$ cat src/rtl/regbank_arbiter_pkg.sv
// regbank_arbiter_pkg: shared widths, FSM state encoding and one-hot helper for the register-bank arbiter
package regbank_arbiter_pkg;
    localparam int REQ_N  = 3;
    localparam int REG_AW = 4;
    localparam int DATA_W = 32;
    typedef enum logic [2:0] {
        ST_IDLE,
        ST_RD_SETUP,
        ST_RD_WAIT,
        ST_RD_DONE,
        ST_WR_SETUP,
        ST_WR_FIRE
    } state_t;
    function automatic logic [REQ_N-1:0] onehot(input logic [1:0] idx);
        return REQ_N'(1) << idx;
    endfunction
endpackage

$ cat src/rtl/regbank_rr_pick.sv
// regbank_rr_pick: combinational 3-way round-robin picker
//   req : per-requester request levels
//   ptr : requester with highest priority this round
//   idx : first requester at or after ptr with req high (ptr when none)
//   any : at least one request present
module regbank_rr_pick
    import regbank_arbiter_pkg::*;
(
    input  logic [REQ_N-1:0] req,
    input  logic [1:0]       ptr,
    output logic [1:0]       idx,
    output logic             any
);
    int c;
    // Walk offsets from farthest to nearest so the nearest requester after ptr wins.
    always_comb begin
        idx = ptr;
        c = 0;
        for (int k = REQ_N - 1; k >= 0; k--) begin
            c = int'(ptr) + k;
            c = c >= REQ_N ? c - REQ_N : c;
            idx = req[2'(c)] ? 2'(c) : idx;
        end
    end
    assign any = |req;
endmodule

$ cat src/rtl/regbank_arbiter.sv
// regbank_arbiter: arbitrates three readers and one writer onto a toggle-triggered register bank
//   clk, resetN                  : clock, asynchronous active-low reset
//   rdReq, rdAddr0..2            : read requests (level) and register indices
//   rdGnt, rdData                : one-hot grant pulse with read result in the same cycle
//   wrReq, wrAddr, wrData, wrAck : write request (level), address, data, issue pulse
//   bankTrigR, bankAddrR         : bank read trigger (toggle per read) and address
//   bankReady, bankData          : bank read-ready (asynchronous) and read data
//   bankTrigW, bankAddrW, bankDataW : bank write trigger (toggle per write), address, data
//   errTimeout                   : sticky flag, a bank read timed out
module regbank_arbiter
    import regbank_arbiter_pkg::*;
#(
    parameter int RD_WAIT = 2,
    parameter int TIMEOUT = 15
) (
    input  logic              clk,
    input  logic              resetN,
    input  logic [REQ_N-1:0]  rdReq,
    input  logic [REG_AW-1:0] rdAddr0,
    input  logic [REG_AW-1:0] rdAddr1,
    input  logic [REG_AW-1:0] rdAddr2,
    output logic [REQ_N-1:0]  rdGnt,
    output logic [DATA_W-1:0] rdData,
    input  logic              wrReq,
    input  logic [REG_AW-1:0] wrAddr,
    input  logic [DATA_W-1:0] wrData,
    output logic              wrAck,
    output logic              bankTrigR,
    output logic [REG_AW-1:0] bankAddrR,
    input  logic              bankReady,
    input  logic [DATA_W-1:0] bankData,
    output logic              bankTrigW,
    output logic [REG_AW-1:0] bankAddrW,
    output logic [DATA_W-1:0] bankDataW,
    output logic              errTimeout
);
    localparam int CW = $clog2(TIMEOUT + 1);
    state_t            state, nxt;
    logic [1:0]        win, rr_ptr, pick_idx;
    logic              pick_any, last_wr, rd_ok, rd_to;
    logic [1:0]        sync;
    logic [CW-1:0]     cnt;
    logic [REG_AW-1:0] pick_addr;
    regbank_rr_pick u_pick (
        .req(rdReq),
        .ptr(rr_ptr),
        .idx(pick_idx),
        .any(pick_any)
    );
    assign pick_addr = pick_idx == 2'd0 ? rdAddr0 : pick_idx == 2'd1 ? rdAddr1 : rdAddr2;
    assign rd_ok = cnt >= CW'(RD_WAIT) && sync[1];
    // Leaving at TIMEOUT-1 places the grant TIMEOUT cycles after the trigger toggle.
    assign rd_to = cnt >= CW'(TIMEOUT - 1);
    always_ff @(posedge clk or negedge resetN) begin
        if (!resetN) state <= ST_IDLE;
        else state <= nxt;
    end
    // A pending write goes first unless the previous operation was a write, so reads and writes alternate.
    always_comb begin
        nxt = state;
        rdGnt = '0;
        wrAck = 1'b0;
        case (state)
            ST_IDLE:     nxt = (wrReq && !last_wr) ? ST_WR_SETUP : pick_any ? ST_RD_SETUP : wrReq ? ST_WR_SETUP : ST_IDLE;
            ST_RD_SETUP: nxt = ST_RD_WAIT;
            ST_RD_WAIT:  nxt = (rd_ok || rd_to) ? ST_RD_DONE : ST_RD_WAIT;
            ST_RD_DONE: begin
                nxt = ST_IDLE;
                rdGnt = onehot(win);
            end
            ST_WR_SETUP: nxt = ST_WR_FIRE;
            ST_WR_FIRE: begin
                nxt = ST_IDLE;
                wrAck = 1'b1;
            end
            default:     nxt = ST_IDLE;
        endcase
    end
    // The winner and its address are captured on leaving IDLE, so a requester dropping early still gets its grant.
    always_ff @(posedge clk or negedge resetN) begin
        if (!resetN) begin
            sync       <= '0;
            win        <= '0;
            rr_ptr     <= '0;
            last_wr    <= 1'b0;
            cnt        <= '0;
            rdData     <= '0;
            bankTrigR  <= 1'b0;
            bankAddrR  <= '0;
            bankTrigW  <= 1'b0;
            bankAddrW  <= '0;
            bankDataW  <= '0;
            errTimeout <= 1'b0;
        end else begin
            sync <= {sync[0], bankReady};
            cnt  <= state == ST_RD_WAIT ? cnt + CW'(1) : '0;
            if (state == ST_IDLE && nxt == ST_RD_SETUP) begin
                win       <= pick_idx;
                bankAddrR <= pick_addr;
            end
            if (state == ST_RD_SETUP) bankTrigR <= ~bankTrigR;
            if (state == ST_RD_WAIT && nxt == ST_RD_DONE) begin
                rdData <= rd_ok ? bankData : '0;
                if (!rd_ok) errTimeout <= 1'b1;
            end
            if (state == ST_RD_DONE) begin
                rr_ptr  <= win == 2'd2 ? 2'd0 : win + 2'd1;
                last_wr <= 1'b0;
            end
            if (state == ST_IDLE && nxt == ST_WR_SETUP) begin
                bankAddrW <= wrAddr;
                bankDataW <= wrData;
            end
            if (state == ST_WR_SETUP) bankTrigW <= ~bankTrigW;
            if (state == ST_WR_FIRE) last_wr <= 1'b1;
        end
    end
endmodule

$ cat config.mk
export PLATFORM = sky130hd
export DESIGN_NAME = regbank_arbiter
export DESIGN_NICKNAME = d
export VERILOG_FILES = /design/src/rtl/regbank_arbiter_pkg.sv /design/src/rtl/regbank_rr_pick.sv /design/src/rtl/regbank_arbiter.sv
export SDC_FILE = /design/constraint.sdc
export NUM_CORES = 1
export LEC_CHECK = 0
export BUFFER_PORTS_ARGS = -buffer_cell sky130_fd_sc_hd__buf_2
export CORE_MARGIN = 2
export CORE_UTILIZATION = 45
export DETAILED_ROUTE_END_ITERATION = 16
export PLACE_DENSITY = 0.87
export SYNTH_ARGS = -nofsm -noshare
export SYNTH_HDL_FRONTEND = slang
export SYNTH_SLANG_ARGS = --single-unit
$ cat constraint.sdc
create_clock -name clk -period 2.6 [get_ports clk]
set_clock_uncertainty 0.2 [all_clocks]
set_input_delay 0.52 -clock clk [delete_from_list [all_inputs] [get_ports clk]]
set_output_delay 0.52 -clock clk [all_outputs]
set_load 0.005 [all_outputs]
## After elaboration in Yosys (flattened, before gate mapping)

Index checks and enable logic that the tools add are counted.

- Register bits after elaboration: 89
- Bits of input ports: 87
- Word-level logic and storage cells: 83

- Add/subtract/negate cells: 7
- Magnitude comparators: 8
- Equality and inequality tests: 10
- Shift operators: 1
- Multiplexer cells: 29
- Bitwise logic cells: 3
- Reduce and logical (&&, ||, !) cells: 12

Operator list:

| cell | number |
|---|---|
| $mux 32 | 1 |
| $mux 2 | 7 |
| $lt 2x4->1 const B | 3 |
| $mux 3 | 4 |
| $mux 4 | 3 |
| $pmux 3 s4 | 1 |
| $mux 1 | 10 |
| $eq 3x2->1 const B | 3 |
| $eq 3x3->1 const B | 3 |
| $bmux 1 s2 | 3 |
| $eq 3x1->1 const B | 2 |
| $ge 3x2->1 const B | 2 |
| $logic_and 1x1->1 | 5 |
| $add 4x1->4 const B | 1 |
| $ge 4x2->1 const B | 1 |
| $ge 4x4->1 const B | 1 |
| $sub 2x1->2 const B | 2 |
| $add 2x1->3 const B | 1 |
| $add 2x2->3 const B | 1 |
| $logic_not 3->1 | 1 |
| $not 1->1 | 3 |
| $reduce_or 3->1 | 1 |
| $shl 1x2->3 const A | 1 |
| $add 2x1->2 const B | 1 |
| other kinds (9) | 9 |

## Longest topological paths before layout

Gate-level depths: netlist of run 1.

- Depth after elaboration: 12
- Gate-level depth with buffers: 10
- Gate-level depth less buffers: 7

## Hierarchy

A second synthesis of run 1 with hierarchy kept.

- Cell total of the unflattened synthesis: 268
- Area, all modules: 3643.5 um^2

Modules (own cells, without submodules):

| module | instances | cells an instance | area each (um^2) | sequential area each (um^2) |
|---|---|---|---|---|
| regbank_arbiter | 1 | 234 | 3432.0 | 2227.1 |
| regbank_rr_pick | 1 | 34 | 211.5 | 0.0 |

## Least setup slack after synthesis of run 1

No wires, ideal clock.

- Path kind: flip-flop to flip-flop
- Start point: reg rr_ptr[0]
- End point: reg bankAddrR[0]
- Setup time: 0.133 ns
- Arrival: 1.813 ns
- Slack: 0.454 ns
- Cell stages (with the launch flop): 8
- Path buffers: 0
- Period minus slack after synthesis: 2.146 ns
- Cell sequence: dfrtp_1 -> inv_1 -> ha_1 -> nand2_1 -> a21o_1 -> a222oi_1 -> or3_4 -> o211ai_1

- Longest elaborated chain between the ends: 12

RTL lines:

| element | RTL line | RTL |
|---|---|---|
| start, declared | regbank_arbiter.sv:39 | `logic [1:0] win, rr_ptr, pick_idx;` |
| start signal, assigned | regbank_arbiter.sv:107 | `rr_ptr <= win == 2'd2 ? 2'd0 : win + 2'd1;` |
| $add 2x2->3 | regbank_rr_pick.sv:20 | `c = int'(ptr) + k;` |
| $ge 3x2->1 or $sub 2x1->2 (tied branches) | regbank_rr_pick.sv:21 | `c = c >= REQ_N ? c - REQ_N : c;` |
| $mux 2 | regbank_rr_pick.sv:21 |  |
| $bmux 1 s2 | regbank_rr_pick.sv:22 | `idx = req[2'(c)] ? 2'(c) : idx;` |
| $mux 1 (not written as such) (2 in a row) | regbank_rr_pick.sv:22 |  |
| $mux 2 (2 in a row) | regbank_rr_pick.sv:22 |  |
| $mux 2 * | regbank_rr_pick.sv:22 |  |
| $eq 2x1->1 | regbank_arbiter.sv:50 | `assign pick_addr = pick_idx == 2'd0 ? rdAddr0 : pick_idx == 2'd1 ? rdAddr1 : rdAddr2;` |
| $mux 4 | regbank_arbiter.sv:50 |  |
| $mux 4 * | regbank_arbiter.sv:50 |  |
| end signal, assigned | regbank_arbiter.sv:99 | `bankAddrR <= pick_addr;` |
| end, declared | regbank_arbiter.sv:29 | `output logic [REG_AW-1:0] bankAddrR,` |

Every way passes the cells marked *; elsewhere a longest branch is shown, timed or not. The select of a mux whose other input is x is not followed.
A chain may end at the register's enable or synchronous reset.

## Final worst setup path of run 1

- Start point: reg rr_ptr[1]
- End point: reg bankAddrR[0]

The elaborated chain is that of the path after synthesis.

==> results of run 1 <==
==> per-layer routing <==
metal  track usage, %  wire [um]
met4            7.476        164
met3            4.624        577
met5                0          0
met2            33.17       4375
met1            22.69       3581
==> flip-flops by register name, indices dropped and copies added (netlist names), 2 cells and up <==
register	count
bankDataW	32
rdData	32
bankAddrR	4
bankAddrW	4
cnt	4
state	3
rr_ptr	2
sync	2
win	2
==> power by group <==
| group | total [mW] | leakage, nW | switching (mW) | internal (mW) |
|---|---|---|---|---|
| Sequential | 2.38 | 1.10 | 0.361 | 2.02 |
| Combinational | 2.22 | 1.29 | 1.08 | 1.15 |
| Clock | 0.863 | 0.0887 | 0.487 | 0.375 |
| Total | 5.47 | 2.48 | 1.93 | 3.54 |
==> logic make-up after synthesis <==
kind of cell             Yosys count  synth area share [%]
AND/OR/NAND/NOR                  124                 14.49
flip-flops                        89                 57.46
AO/OA/AOI/OAI                     68                 11.23
multiplexers                      38                 10.97
buffers and inverters             23                 3.421
XOR/XNOR                           5                 1.130
adder cells (fa/ha/maj)            4                 1.291
==> worst max-delay path by stage <==
stage | startpoint | to | slack (ns) | cells past startpoint
after CTS | rr_ptr[1] | bankAddrR[1] | 0.12 | 6
after floorplan | rr_ptr[0] | bankAddrR[0] | 0.45 | 7
final | rr_ptr[1] | bankAddrR[0] | 0.11 | 6
after global routing | rr_ptr[0] | bankAddrR[1] | 0.009 | 7
after detailed placement | rr_ptr[1] | bankAddrR[1] | 0.15 | 6
after global placement | rr_ptr[0] | bankAddrR[3] | 0.29 | 7
==> worst register-to-register path: stages, from the launching register on <==
cell	delay [ns]
dfrtp_1	0.45
ha_1	0.44
nand2_1	0.13
o221a_2	0.35
o311ai_0	0.38
nor3b_1	0.31
o211ai_1	0.11
==> placed cells by master (no fill, tap or decap), drive strengths merged, types with 3 or more instances in the layout <==
cell type,instances
a21o,3
buf,172
clkbuf,10
clkinv,3
dfrtp,89
ha,4
inv,6
mux2,36
nand2,86
nor2,8
nor2b,3
nor3,3
nor3b,6
nor4,4
o211ai,8
o21a,3
o21ai,40
o311ai,4
xnor2,4
==> repair_timing <==
item	4_1_cts	5_1_grt
hold endpoints to repair	29	0
hold buffers	1	0
buffers inserted	0	1
endpoints found under the setup margin	0	5
==> final cells by class <==
cell class	instances	area (sq um)	share of cell area (%)
Tap cell	105	131.4	2.633
Inverter	5	18.77	0.3761
Sequential cell	89	2227	44.63
Clock buffer	10	137.6	2.758
Timing Repair Buffer	173	915.9	18.36
Multi-Input combinational cell	239	1516	30.39
Clock inverter	6	42.54	0.8526
==> run metrics, run 1 <==
TritonCTS clock tree=built; DR vias=between 3000 and 4000; placed cell areas=about 4800 sq um; Worst Max-Slew Pin Slew=0.5466 ns; Tmin final=between 2 and 2.5 ns; endpoint class of the critical path=register; DIE AREA=9372 sq um; Setup violations, final=0; Netlist cell types=44; DRT iter0 DRCs=a little over 100; first-pass GRT wire length=~15 mm; WL/cell=13.87 um; CTS max path bufs=2; hold-critical path depth=1; Max VDD drop=~0.62 mV; Worst path slowest cell=dfrtp_1; number of buffers created by CTS=9; largest net degree at the start of global routing=43; area leader, netlist=dfrtp_1; Critical Path RT=2.61 ns; sequential-to-total area share from yosys stat=between 50% and 60%; CP bufs+invs=0; Arr. time, crit path=between 2 and 3 ns; detailed placement HPWL=~6.5 mm; YS warnings=0; Routed Antenna Nets=0; Root Buffer=clkbuf_8; unrepaired setup endpoints after global routing=false; Core Area=roughly 8300 sq um; initial antenna violation count=0; Reg2Reg Depth=6; CP cell instances=ha_1, nand2_1, o221a_2, o311ai_0, nor3b_1, o211ai_1; # fillers=approximately 720; number of remaining DRC errors=0; Post-Syn Area=~3900 sq um; worst slack, placed=roughly 0.15 ns; Via density=5.018; final WL=8.699 mm; hold_sp=bankReady; Sum Neg Setup Slack=0 ns; area grow syn2layout=28.73%; CP max FO=9; max_cap viols=0; outcome=complete, no violations; starting density of the core=46.71%; count of final hold-check violations=0; Top delay family on crit path=compound AO/OA/AOI/OAI gates; H-tree lvl count=3; hold_ws=approximately 0.092 ns; ANT cells=0; R2R Setup Slk=0.11 ns; Post-synth ARST share=100.0%; Slew HR=63.43%; Clk Latency, worst-skew pair=about 0.34 ns; synthesized flop and latch total=89; synth top area cells=dfrtp_1 57%, mux2_2 10%, nand2_1 8.2%; Static Leak=about 2.5 nW; post-route cell area=4990 sq um; number of cells produced by synthesis=approximately 350; Post-CTS Resized=0; top-count cell post-synth=dfrtp_1; non-filler instance count after layout=approximately 630; number of flops mapped to enable cells by yosys=0; share of the synthesized area in the top cell type=a little under three fifths; Worst-path clk slew=about 0.090 ns; RePlAce Congestion=roughly 0.83; Core Util, Final=approximately three fifths; first drt pass iteration count=5; CP Launch Type=register; # placed instances=609; path type of the worst setup path=register to register; GR Overflow Total=0; setup ws final=between 0.1 and 0.15 ns; vias in the first global route=3128; R2R Path End=bankAddrR[0]; PwrDens=approximately 1100 nW/um^2; input/output buffers=around 170; Post-Syn Nets=~440; f_max=~400 MHz; WHS Endpoint=sync[0]; Rows=33; Die Wd=~97 um; Pins Over Slew Limit=0; # nets final=608; post-layout power=5.467 mW; fin crit share=between 90% and 100%; layout cells sized above 1=about 44%; Die Span Y=96.81 um; CP peak stage delay=about 0.45 ns; Avg Inst Size Synth=11.04 sq um; Reg2Reg Launch Point=rr_ptr[1]; GRT Total Usage=a little under a fifth; Synth Flop Type=dfrtp_1; Sink Count=89; Ports=166; Commonest cells post-synth=89 x dfrtp_1, 85 x nand2_1, 36 x mux2_2; worst min-delay path class=primary input to register
Note: power is estimated with default switching activity, not from simulation.
==> inputs of run 2 (changes only) <==
HOLD_SLACK_MARGIN = 0.1   (was default)
PLACE_DENSITY = 0.88   (was 0.87)
SYNTH_HIERARCHICAL = 1   (was default)
==> run metrics, run 2 <==
first drt pass iteration count=4 (was 5); Synth Flop Type=dfrtp_1 (unchanged); commonest non-fill, non-tap cells in the layout=164 x buf_2, 88 x dfrtp_1, 42 x mux2_2, 33 x a22o_1, 12 x nand2_1 (was 164 x buf_2, 89 x dfrtp_1, 85 x nand2_1, 36 x mux2_2, 32 x o21ai_0); Max VDD drop=0.5050 mV (was 0.6214 mV); Tmin final=2.493 ns (was 2.491 ns); number of flops mapped to enable cells by yosys=0 (unchanged); area leader, netlist=dfrtp_1 (unchanged); Avg Inst Size Synth=13.60 sq um (was 11.04 sq um); largest net degree at the start of global routing=51 (was 43); Setup violations, final=0 (unchanged); layout cells sized above 1=54.18% (was 44.06%); WL/cell=15.06 um (was 13.87 um); Sum Neg Setup Slack=0 ns (unchanged); placed cell areas=4592 sq um (was 4792 sq um); M3 GR Usage=4.494% (was 4.624%); Static Leak=2.428 nW (was 2.477 nW); Rows=32 (was 33); RePlAce Congestion=0.7558 (was 0.8318); number of remaining DRC errors=0 (unchanged); Clk Latency, worst-skew pair=0.34 ns (about the same); Netlist cell types=43 (was 44); Post-synth ARST share=100.0% (unchanged); layer with the highest usage=met2 (unchanged); YS warnings=6 (was 0); area grow syn2layout=32.52% (was 28.73%); Root Buffer=clkbuf_8 (unchanged); setup ws final=0.1073 ns (was 0.1086 ns); Post-Syn Nets=360 (was 442); GR Overflow Total=0 (unchanged); post-route cell area=4828 sq um (was 4990 sq um); Die Wd=93.98 um (was 96.81 um); ANT cells=0 (unchanged); unrepaired setup endpoints after global routing=false (unchanged); outcome=complete, no violations (unchanged); Commonest cells post-synth=89 x dfrtp_1, 42 x mux2_2, 33 x a22o_1 (was 89 x dfrtp_1, 85 x nand2_1, 36 x mux2_2); DR vias=2799 (was 3146); fin crit share=95.87% (was 95.82%); top-count cell post-synth=dfrtp_1 (unchanged); Critical Path RT=2.63 ns (was 2.61 ns); synthesized flop and latch total=89 (unchanged); TritonCTS clock tree=built (unchanged); Slew HR=64.91% (was 63.43%); Sink Count=89 (unchanged); input/output buffers=165 (unchanged); share of the synthesized area in the top cell type=61.13% (was 57.46%); CTS max path bufs=2 (unchanged); grt met1 use=23.70% (was 22.69%); sequential-to-total area share from yosys stat=61.13% (was 57.46%); DIE AREA=8832 sq um (was 9372 sq um); # fillers=643 (was 717); commonest non-fill, non-tap cell in the layout=buf_2 (unchanged); CP max FO=8 (was 9); Core Area=7767 sq um (was 8299 sq um); synth top area cells=dfrtp_1 61%, mux2_2 13%, a22o_1 7.9% (was dfrtp_1 57%, mux2_2 10%, nand2_1 8.2%); Post-Syn Area=3643 sq um (was 3876 sq um); Worst-path clk slew=0.09 ns (about the same); first-pass GRT wire length=13.04 mm (was 14.79 mm); GRT Total Usage=18.98% (was 19.04%); Ports=166 (unchanged); Via density=5.136 (was 5.018); starting density of the core=46.91% (was 46.71%); PwrDens=1148 nW/um^2 (was 1096 nW/um^2); Arr. time, crit path=2.52 ns (was 2.51 ns); Die Span Y=93.98 um (was 96.81 um); detailed placement HPWL=5.980 mm (was 6.503 mm); worst min-delay path class=register to register (was primary input to register); initial antenna violation count=0 (unchanged); path type of the worst setup path=register to register (unchanged); final WL=8.208 mm (was 8.699 mm); leading registers by flop count=bankDataW: 32 flops, rdData: 32 flops (unchanged); worst slack, placed=-0.04204 ns (was 0.1513 ns); GR Layer Usage met2=31.79% (was 33.17%); f_max=401.2 MHz (was 401.4 MHz); endpoint class of the critical path=register (unchanged); number of buffers created by CTS=9 (unchanged); vias in the first global route=2884 (was 3128); Pins Over Slew Limit=0 (unchanged); H-tree lvl count=3 (unchanged); Routed Antenna Nets=0 (unchanged); number of cells produced by synthesis=268 (was 351); max_cap viols=0 (unchanged); DRT iter0 DRCs=109 (was 102); count of final hold-check violations=0 (unchanged); # nets final=530 (was 608); Worst Max-Slew Pin Slew=0.5264 ns (was 0.5466 ns); CP Launch Type=register (unchanged)
run 2: changes by cell type in the layout (fill, tap and decap cells not counted), moves of 6 or more:
cell | before | now
nand2_1 | 85 | 12
o21ai_1 | 8 | 1
mux2_2 | 36 | 42
o211ai_1 | 8 | 0
o21ai_0 | 32 | 6
a22o_1 | 0 | 33
run 2: path summary, 6_finish.rpt:
path / cells past startpoint / slack [ns] / endpoint / start
max: 8 / 0.11 / bankAddrR[3] / rr_ptr[1]
min reg2reg: 0 / 0.16 / sync[1] / sync[0]
min in group asynchronous: 2 / 0.51 / rdData[6] / resetN
max reg2reg: 8 / 0.11 / bankAddrR[3] / rr_ptr[1]
min: 0 / 0.16 / sync[1] / sync[0]
max in group asynchronous: 3 / 1.03 / bankDataW[22] / resetN
run 2: where the power goes:
part	switching (mW)	leakage, nW	total (mW)	internal (mW)
Clock	0.483	0.0922	0.858	0.375
Sequential	0.353	1.08	2.40	2.04
Combinational	0.955	1.26	2.29	1.33
Total	1.79	2.43	5.54	3.75
run 2: cell type report:
cell class              instances  area, sq um  area share (%)
clock buffers                  10        137.6           2.850
clock inverters                 6        43.79          0.9070
inverters                       6        22.52          0.4664
multi-input cells             155         1320           27.34
flip-flops and latches         89         2228           46.15
well taps                     102        127.6           2.643
repair buffers                177        948.4           19.64
run 2: repair_timing:
item / 4_1_cts / 5_1_grt
buffers inserted: 0 / 1
pin swaps: 0 / 2
gates resized for setup: 3 / 5
endpoints found under the setup margin: 4 / 4
hold buffers: 2 / 0
endpoints found under the hold margin: 40 / 0
run 2: logic make-up (layout without fill, tap and decap cells):
| kind of cell | count (synthesis) | count (layout) | synth area share (%) |
|---|---|---|---|
| fa+ha+maj | 5 | 5 | 1.717 |
| mux | 46 | 46 | 14.08 |
| xor+xnor | 5 | 5 | 1.202 |
| buf+inv | 24 | 199 | 3.537 |
| simple gates | 42 | 42 | 6.079 |
| flops | 89 | 89 | 61.13 |
| compound gates | 57 | 57 | 12.26 |
run 2: stage by stage:
stage / power, mW / hold slack (ns) / instances / utilization, %
after floorplan: 3.666 / 0.02441 / 268 / -
after global placement: 4.530 / 0.1363 / 526 / 59.12
after detailed placement: 4.660 / 0.1347 / 526 / 59.12
after CTS: 5.565 / 0.1571 / 544 / 61.90
after global routing: 5.954 / 0.1636 / 545 / 62.16
final: 5.543 / 0.1573 / 545 / 62.16
run 2: worst max-delay path, stage by stage (launching register included):
cell	delay, ns
dfrtp_2	0.45
ha_4	0.32
nand2_1	0.09
a22o_1	0.19
a222oi_1	0.37
a21o_2	0.23
mux2i_1	0.19
o21ai_0	0.08
mux2_2	0.26
run 2: per-layer routing:
layer | up-vias | routed length [um]
met4 | 0 | 163
met1 | 1353 | 3364
met2 | 128 | 4131
met3 | 17 | 548
li1 | 1301 | -
met5 | - | 0
